<file path="config.mk">
export PLATFORM = sky130hd
export DESIGN_NAME = imem_prefetch
export DESIGN_NICKNAME = d
export VERILOG_FILES = /design/src/rtl/imem_prefetch.sv
export SDC_FILE = /design/constraint.sdc
export NUM_CORES = 1
export LEC_CHECK = 0
export ABC_AREA = 1
export CORE_AREA = 2 2 319 321
export CTS_CLUSTER_SIZE = 30
export DETAILED_ROUTE_END_ITERATION = 6
export DIE_AREA = 0 0 321 323
export PLACE_DENSITY = 0.49
export SLEW_MARGIN = 10
export SYNTH_ARGS = -nofsm -noshare
export SYNTH_HDL_FRONTEND = slang
export SYNTH_SLANG_ARGS = --single-unit
</file>
<file path="constraint.sdc">
create_clock -name clk -period 7.06 [get_ports clk]
set_input_delay 0.706 -clock clk [delete_from_list [all_inputs] [get_ports clk]]
set_output_delay 0.706 -clock clk [all_outputs]
set_load 0.02 [all_outputs]
</file>
<file path="src/rtl/imem_prefetch.sv">
`default_nettype none
// ============================================================================
// Module  : imem_prefetch
// Brief   : Instruction-fetch front end. It issues sequential fetches and keeps
//           a PC-tagged response FIFO. Redirects flush the FIFO and discard
//           responses still in flight. The optional macro IMEM_PREFETCH_PERF_EN
//           adds the perf_stall_cnt output.
// Revision: 1.0 - initial release
// ============================================================================
module imem_prefetch #(
    parameter int                ADDR_W   = 64,
    parameter int                DATA_W   = 64,
    parameter int                DEPTH    = 4,
    parameter logic [ADDR_W-1:0] RESET_PC = '0
) (
    input  logic              clk,
    input  logic              rst,
    output logic              mem_req,
    output logic [ADDR_W-1:0] mem_addr,
    input  logic              mem_gnt,
    input  logic              mem_rvalid,
    input  logic [DATA_W-1:0] mem_rdata,
    input  logic              redirect,
    input  logic [ADDR_W-1:0] redirect_pc,
    output logic              inst_valid,
    output logic [DATA_W-1:0] inst_data,
    output logic [ADDR_W-1:0] inst_pc,
    input  logic              inst_ready
`ifdef IMEM_PREFETCH_PERF_EN
    ,
    output logic [31:0]       perf_stall_cnt
`endif
);

    localparam int                c_PTR_W = $clog2(DEPTH);
    localparam int                c_CNT_W = c_PTR_W + 1;
    localparam logic [ADDR_W-1:0] c_STEP  = ADDR_W'(DATA_W / 8);

    logic [DATA_W-1:0]  r_fifo_data [DEPTH];
    logic [ADDR_W-1:0]  r_fifo_pc   [DEPTH];
    logic [c_PTR_W-1:0] r_wptr, r_rptr;
    logic [c_CNT_W-1:0] r_count, r_outstanding, r_discard;
    logic [ADDR_W-1:0]  r_fetch_pc, r_tag_pc;
    logic               r_run;

    logic [c_CNT_W:0]   w_inflight;
    logic [c_CNT_W-1:0] w_outstanding_nxt;
    logic               w_accept, w_resp, w_drop, w_push, w_pop;

    // r_run holds mem_req low until the first cycle after reset is released
    assign w_inflight = {1'b0, r_count} + {1'b0, r_outstanding};
    assign mem_req    = r_run & (w_inflight < (c_CNT_W + 1)'(DEPTH)) & ~redirect;
    assign mem_addr   = r_fetch_pc;

    assign w_accept = mem_req & mem_gnt;
    assign w_resp   = mem_rvalid & (r_outstanding != '0);
    assign w_drop   = w_resp & (r_discard != '0);
    assign w_push   = w_resp & ~w_drop & ~redirect;
    assign w_pop    = inst_valid & inst_ready & ~redirect;

    assign inst_valid = (r_count != '0);
    assign inst_data  = inst_valid ? r_fifo_data[r_rptr] : '0;
    assign inst_pc    = inst_valid ? r_fifo_pc[r_rptr]   : '0;

    always_comb begin
        w_outstanding_nxt = r_outstanding;
        if (w_accept && !w_resp) begin
            w_outstanding_nxt = r_outstanding + c_CNT_W'(1);
        end else if (!w_accept && w_resp) begin
            w_outstanding_nxt = r_outstanding - c_CNT_W'(1);
        end
    end

    always_ff @(posedge clk or posedge rst) begin
        if (rst) begin
            r_run         <= 1'b0;
            r_fetch_pc    <= RESET_PC;
            r_tag_pc      <= RESET_PC;
            r_count       <= '0;
            r_outstanding <= '0;
            r_discard     <= '0;
            r_wptr        <= '0;
            r_rptr        <= '0;
        end else begin
            r_run         <= 1'b1;
            r_outstanding <= w_outstanding_nxt;
            if (redirect) begin
                // Everything still in flight belongs to the abandoned path
                r_fetch_pc <= redirect_pc;
                r_tag_pc   <= redirect_pc;
                r_count    <= '0;
                r_wptr     <= '0;
                r_rptr     <= '0;
                r_discard  <= w_outstanding_nxt;
            end else begin
                if (w_accept) begin
                    r_fetch_pc <= r_fetch_pc + c_STEP;
                end
                if (w_drop) begin
                    r_discard <= r_discard - c_CNT_W'(1);
                end
                if (w_push) begin
                    r_tag_pc <= r_tag_pc + c_STEP;
                    r_wptr   <= r_wptr + c_PTR_W'(1);
                end
                if (w_pop) begin
                    r_rptr <= r_rptr + c_PTR_W'(1);
                end
                if (w_push && !w_pop) begin
                    r_count <= r_count + c_CNT_W'(1);
                end else if (!w_push && w_pop) begin
                    r_count <= r_count - c_CNT_W'(1);
                end
            end
        end
    end

    // Storage needs no reset: outputs are masked by inst_valid
    always_ff @(posedge clk) begin
        if (w_push) begin
            r_fifo_data[r_wptr] <= mem_rdata;
            r_fifo_pc[r_wptr]   <= r_tag_pc;
        end
    end

`ifdef IMEM_PREFETCH_PERF_EN
    logic [31:0] r_perf_stall_cnt;

    always_ff @(posedge clk or posedge rst) begin
        if (rst) begin
            r_perf_stall_cnt <= '0;
        end else if (inst_ready && !inst_valid && (r_perf_stall_cnt != 32'hFFFF_FFFF)) begin
            r_perf_stall_cnt <= r_perf_stall_cnt + 32'd1;
        end
    end

    assign perf_stall_cnt = r_perf_stall_cnt;
`endif

endmodule
`default_nettype wire
</file>
=== Word-level counts from Yosys, hierarchy flattened ===
Memory sizes are Yosys's and may differ from the RTL's.
Index checks and enable logic that the tools add are counted.
W data, S select, Z words.

* Bitwise operators: 11
* Add/subtract/negate cells: 10
* Reduce and logical (&&, ||, !) cells: 16
* Mux-type cells: 19
* Magnitude comparators: 1

{| class="wikitable"
|+ Operator list
! kind !! count
|-
| $mux W64 || 6
|-
| $add A64 B4 Y64 const B || 2
|-
| $mux W3 || 7
|-
| $reduce_bool A3 Y1 || 4
|-
| $and A1 B1 Y1 || 9
|-
| $sub A3 B1 Y3 const B || 3
|-
| $mux W2 || 4
|-
| $reduce_bool A2 Y1 || 4
|-
| $add A3 B1 Y3 const B || 2
|-
| $add A2 B1 Y2 const B || 2
|-
| $add A3 B3 Y4 || 1
|-
| $logic_and A1 B1 Y1 || 4
|-
| $logic_not A1 Y1 || 4
|-
| $lt A4 B3 Y1 const B || 1
|-
| $mux W1 || 2
|-
| $not A1 Y1 || 2
|}

* Word-level logic and storage cells: 67
* Output and inout port bits: 194
* Register bits: 142
* Memories: 2
* Input port bits: 134
* Memory bits (writable): 512

{| class="wikitable"
|+ Memories
! memory !! depth !! bits a word !! rd ports !! clocked after memory_dff !! wr ports !! RTL line !! source
|-
| r_fifo_data || 4 || 64 || 1 || 0 || 1 || 39 || <nowiki>logic [DATA_W-1:0] r_fifo_data [DEPTH];</nowiki>
|-
| r_fifo_pc || 4 || 64 || 1 || 0 || 1 || 40 || <nowiki>logic [ADDR_W-1:0] r_fifo_pc [DEPTH];</nowiki>
|}

=== Depth between registers and ports, before layout ===
* Word-level depth: 11
* Mapped depth: 13
* Depth with buffers taken out: 13

=== Least setup slack after synthesis ===
Ideal clock, no wire load.

* Path kind: register to register
* From: register r_outstanding[0]
* To: memory r_fifo_data[0][0] (enable)
* Stages on the path, launching flop included: 11
* Setup slack: -0.468 ns
* Arrival: 6.912 ns
* Period minus slack after synthesis: 7.528 ns
* Setup time: 0.616 ns
* Data required time: 6.444 ns
* Buffers on the path: 2
* Cell sequence: dfrtp_1 -> inv_1 -> ha_1 -> ha_1 -> nor2_4 -> nand3_2 -> nor2_1 -> buf_2 -> inv_2 -> buf_2 -> nor2_1

* Cells in the longest elaborated chain, start to end: 8

{| class="wikitable"
|+ Ends and longest elaborated chain
! what !! RTL line !! source
|-
| start, declared || 42 || <nowiki>logic [c_CNT_W-1:0] r_count, r_outstanding, r_discard;</nowiki>
|-
| start signal, assigned || 86 || <nowiki>r_outstanding <= w_outstanding_nxt;</nowiki>
|-
| $reduce_bool A3 Y1 * || 56 || <nowiki>assign w_resp = mem_rvalid & (r_outstanding != '0);</nowiki>
|-
| $and A1 B1 Y1 * || 56 ||
|-
| $and A1 B1 Y1 || 57 || <nowiki>assign w_drop = w_resp & (r_discard != '0);</nowiki>
|-
| $not A1 Y1 || 58 || <nowiki>assign w_push = w_resp & ~w_drop & ~redirect;</nowiki>
|-
| $and A1 B1 Y1 * (2 in a row) || 58 ||
|-
| $mux W1 * || 120 || <nowiki>if (w_push) begin</nowiki>
|-
| $mux W1 (not written as such) * || 121 || <nowiki>r_fifo_data[r_wptr] <= mem_rdata;</nowiki>
|-
| end, declared || 39 ||
|}

Mark *: on every way between the ends. The rest lies on a longest branch, timed or not.

=== Worst setup path after layout ===
* From: register r_rptr[0]
* To: output port inst_pc[42]

* Cells in the longest elaborated chain, start to end: 2

{| class="wikitable"
|+ Ends and longest elaborated chain
! what !! RTL line !! source
|-
| start, declared || 41 || <nowiki>logic [c_PTR_W-1:0] r_wptr, r_rptr;</nowiki>
|-
| start signal, assigned || 107 || <nowiki>r_rptr <= r_rptr + c_PTR_W'(1);</nowiki>
|-
| $mem_v2 Z4 W64 || n/a ||
|-
| $mux W64 || 63 || <nowiki>assign inst_pc = inst_valid ? r_fifo_pc[r_rptr] : '0;</nowiki>
|-
| end, declared || 27 || <nowiki>output logic [ADDR_W-1:0] inst_pc,</nowiki>
|}

No other way between the ends.

==> metrics.yaml <==
outcome: "complete, no violations"
setup-violations-final: 0
ys_seq_area_frac: 0.633
r2r_end: "r_fifo_pc[1][16]"
min_path_type: "reg2reg"
synth-edff-count: 512
grt.overflow.total: 0
fmax_mhz: 214
clkSinkCount: 654
synth_nets: 3270
reg2reg_depth: 9
grt_use_total: 0.183
gp_congestion: 0.911
cts_buffers: 74
num_io_pins: 328
critical_path_class: "reg2out"
h-tree-depth: 3
synth_top_family_by_area: "simple AND/OR/NAND/NOR gates"
post_drt_via_cell_ratio: 4.75
ctsLongestPathBuffers: 3
fp.dieH_um: 323
p_total_mw: 12.5
setup_ws_ns: 2.38
vias: 22800
crit_path_end_kind: "primary output"
peakVddDrop_mv: 0.315
num_rows: 117
synth-seq-cells: 654
crit_required_ns: 6.35
core-area_sq_um: 101000
dp_hpwl_um: 63100
cts_setup_buffers: 0
synth_cells: 3122
layout.nets: 3564
grt_pass1_wl_um: 142000
endpoint: "inst_pc[42]"
crit_arrival_ns: 3.97
synth_xor_area_frac: 0.0220
layout_common_cells: "nor2_1 (739), nand2_1 (618), edfxtp_1 (512)"
critPathMaxFanout: 132
final_common_cell: "nor2_1"
netlist_area_sq_um: 29900
rr_startpoint: "r_outstanding[0]"
finalHoldViolCount: 0
final.min_clock_period_ns: 4.68
cts_tree: "done"
ant_nets: 0
fin_util: 0.366
layout-drive-gt1-share: 0.0547
async_flop_share: 0.217
clock_latency_ns: 0.62
antenna_found_initial: 6
start_kind: "flop"
dr.pass1.iters: 7
post_drt_wl_per_cell_um: 20.2
crit_path_cell_trace: "inv_6, buf_12, o21ai_0, a21oi_1, clkdlybuf4s50_1"
syn_avg_cell_area_sq_um: 9.57
worst_pin_slew_ns: 1.17
leakagePower_nw: 13.3
max_cap_viol_count: 0
cp-startpoint: "r_rptr[0]"
synth_cell_types: 37
io_buffers: 327
finalClockSkew_ns: 0.0275
start_util: 0.297
rrSetupSlack_ns: 3.56
syn2layout_area_growth_pct: 23.4
synthFlopType: "edfxtp_1"
grt_pass1_vias: 21700
die-area_sq_um: 104000
synthSimpleGateAreaFrac: 0.211
relSlewSlack: 0.221
yosys_warnings: 0
crit_path_top_delay_cell: "dfrtp_4"
wirelength_um: 96800
synth_compound_area_frac: 0.0857
route.detailed.drc: 0
fin_crit_sh: 0.662
rsz0062_at_grt: "false"
cts_hold_buf: 0
synthAdderAreaFrac: 0.00611
grt_max_degree: 195
drt_iter0_drc: 1877
clkTransAtPathRegs_ns: 0.06
maxSlewViolCount: 0
pre_cts_ws_ns: 2.98
cts_resized: 0
p_per_area_nw_per_um2: 339
cts_root_buffer: "clkbuf_16"
fp.dieW_um: 321
synthMuxAreaShare: 0
cpPeakStageDelay_ns: 0.77
==> power by group <==
part | switching, mW | leakage [nW] | internal, mW
Sequential | 0.483 | 6.34 | 4.51
Clock | 1.54 | 1.15 | 2.20
Combinational | 2.32 | 5.79 | 1.44
==> worst max-delay path, delay by kind of cell (launching register included) <==
family | cells | cell delay, ns
AOI/OAI and AO/OA | 2 | 0.51
DFF | 1 | 0.77
buffers and inverters | 3 | 1.78
==> worst min-delay path by stage <==
| stage | start | endpoint | slack [ns] | depth (start not counted) |
|---|---|---|---|---|
| after floorplan | r_discard[1] | r_discard[1] | 0.47 | 2 |
| after global placement | mem_addr[0] | mem_addr[0] | 0.46 | 2 |
| after detailed placement | mem_addr[0] | mem_addr[0] | 0.46 | 2 |
| after CTS | mem_addr[0] | mem_addr[0] | 0.47 | 2 |
| after global routing | mem_addr[0] | mem_addr[0] | 0.51 | 2 |
| final | mem_addr[0] | mem_addr[0] | 0.47 | 2 |
==> area by class of cell <==
type / count / area [sq um]
multi-input cells: 2156 / 9750
fillers: 10100 / 63800
inverters: 180 / 688
clock buffers: 97 / 2060
flip-flops and latches: 654 / 18900
clock inverters: 36 / 270
well taps: 1309 / 1640
diodes: 3 / 7.51
repair buffers: 350 / 3520
==> synth_stat cells (4+ instances only) <==
cell type | number | share of area
edfxtp_1 | 512 | 0.51
nor2_1 | 744 | 0.093
a21oi_1 | 132 | 0.022
nand2_1 | 618 | 0.078
inv_2 | 11 | 0.0014
xor2_1 | 41 | 0.012
nor2_4 | 6 | 0.0023
inv_1 | 169 | 0.021
o21ai_1 | 11 | 0.0018
nand3_1 | 128 | 0.021
nor3_1 | 8 | 0.0013
nand3b_1 | 8 | 0.0020
buf_1 | 10 | 0.0013
o21ai_0 | 324 | 0.054
nand4_1 | 15 | 0.0031
nand2_2 | 11 | 0.0023
dfrtp_1 | 142 | 0.12
clkbuf_1 | 68 | 0.0085
buf_4 | 4 | 0.0010
ha_1 | 13 | 0.0054
o21bai_1 | 6 | 0.0015
buf_2 | 50 | 0.0084
nor2_2 | 22 | 0.0046
o211ai_1 | 16 | 0.0040
xnor2_1 | 34 | 0.010
==> per-layer routing <==
metal	track usage	share of wire
met1	0.252	0.46
met2	0.297	0.46
met3	0.0303	0.055
met4	0.0571	0.026
met5	0	0.000072
==> metrics by stage <==
stage | hold WS (ns) | setup TNS (ns) | cells | instance area, sq um
floorplan | 0.473 | -239.87 | 3122 | 29900
global route | 0.515 | 0 | 4784 | 36900
detailed placement | 0.458 | 0 | 4649 | 34500
finish | 0.467 | 0 | 4785 | 36900
CTS | 0.472 | 0 | 4782 | 36900
global placement | 0.456 | 0 | 4649 | 34500
==> cells by family after synthesis <==
logic type | Yosys count
AOI/OAI and AO/OA | 497
DFF | 654
other | 1
and+or+nand+nor | 1569
adders and majority gates | 14
buffers and inverters | 312
xor gates and xnor gates | 75
==> registers in the layout (all words and copies together), names as in the netlist <==
| register | cells |
|---|---|
| r_fifo_pc | 256 |
| r_outstanding | 3 |
| r_rptr | 2 |
| r_count | 3 |
| r_fifo_data | 256 |
| mem_addr | 64 |
| r_tag_pc | 64 |
| r_run | 1 |
| r_discard | 3 |
| r_wptr | 2 |
(Power assumes the default switching activity.)
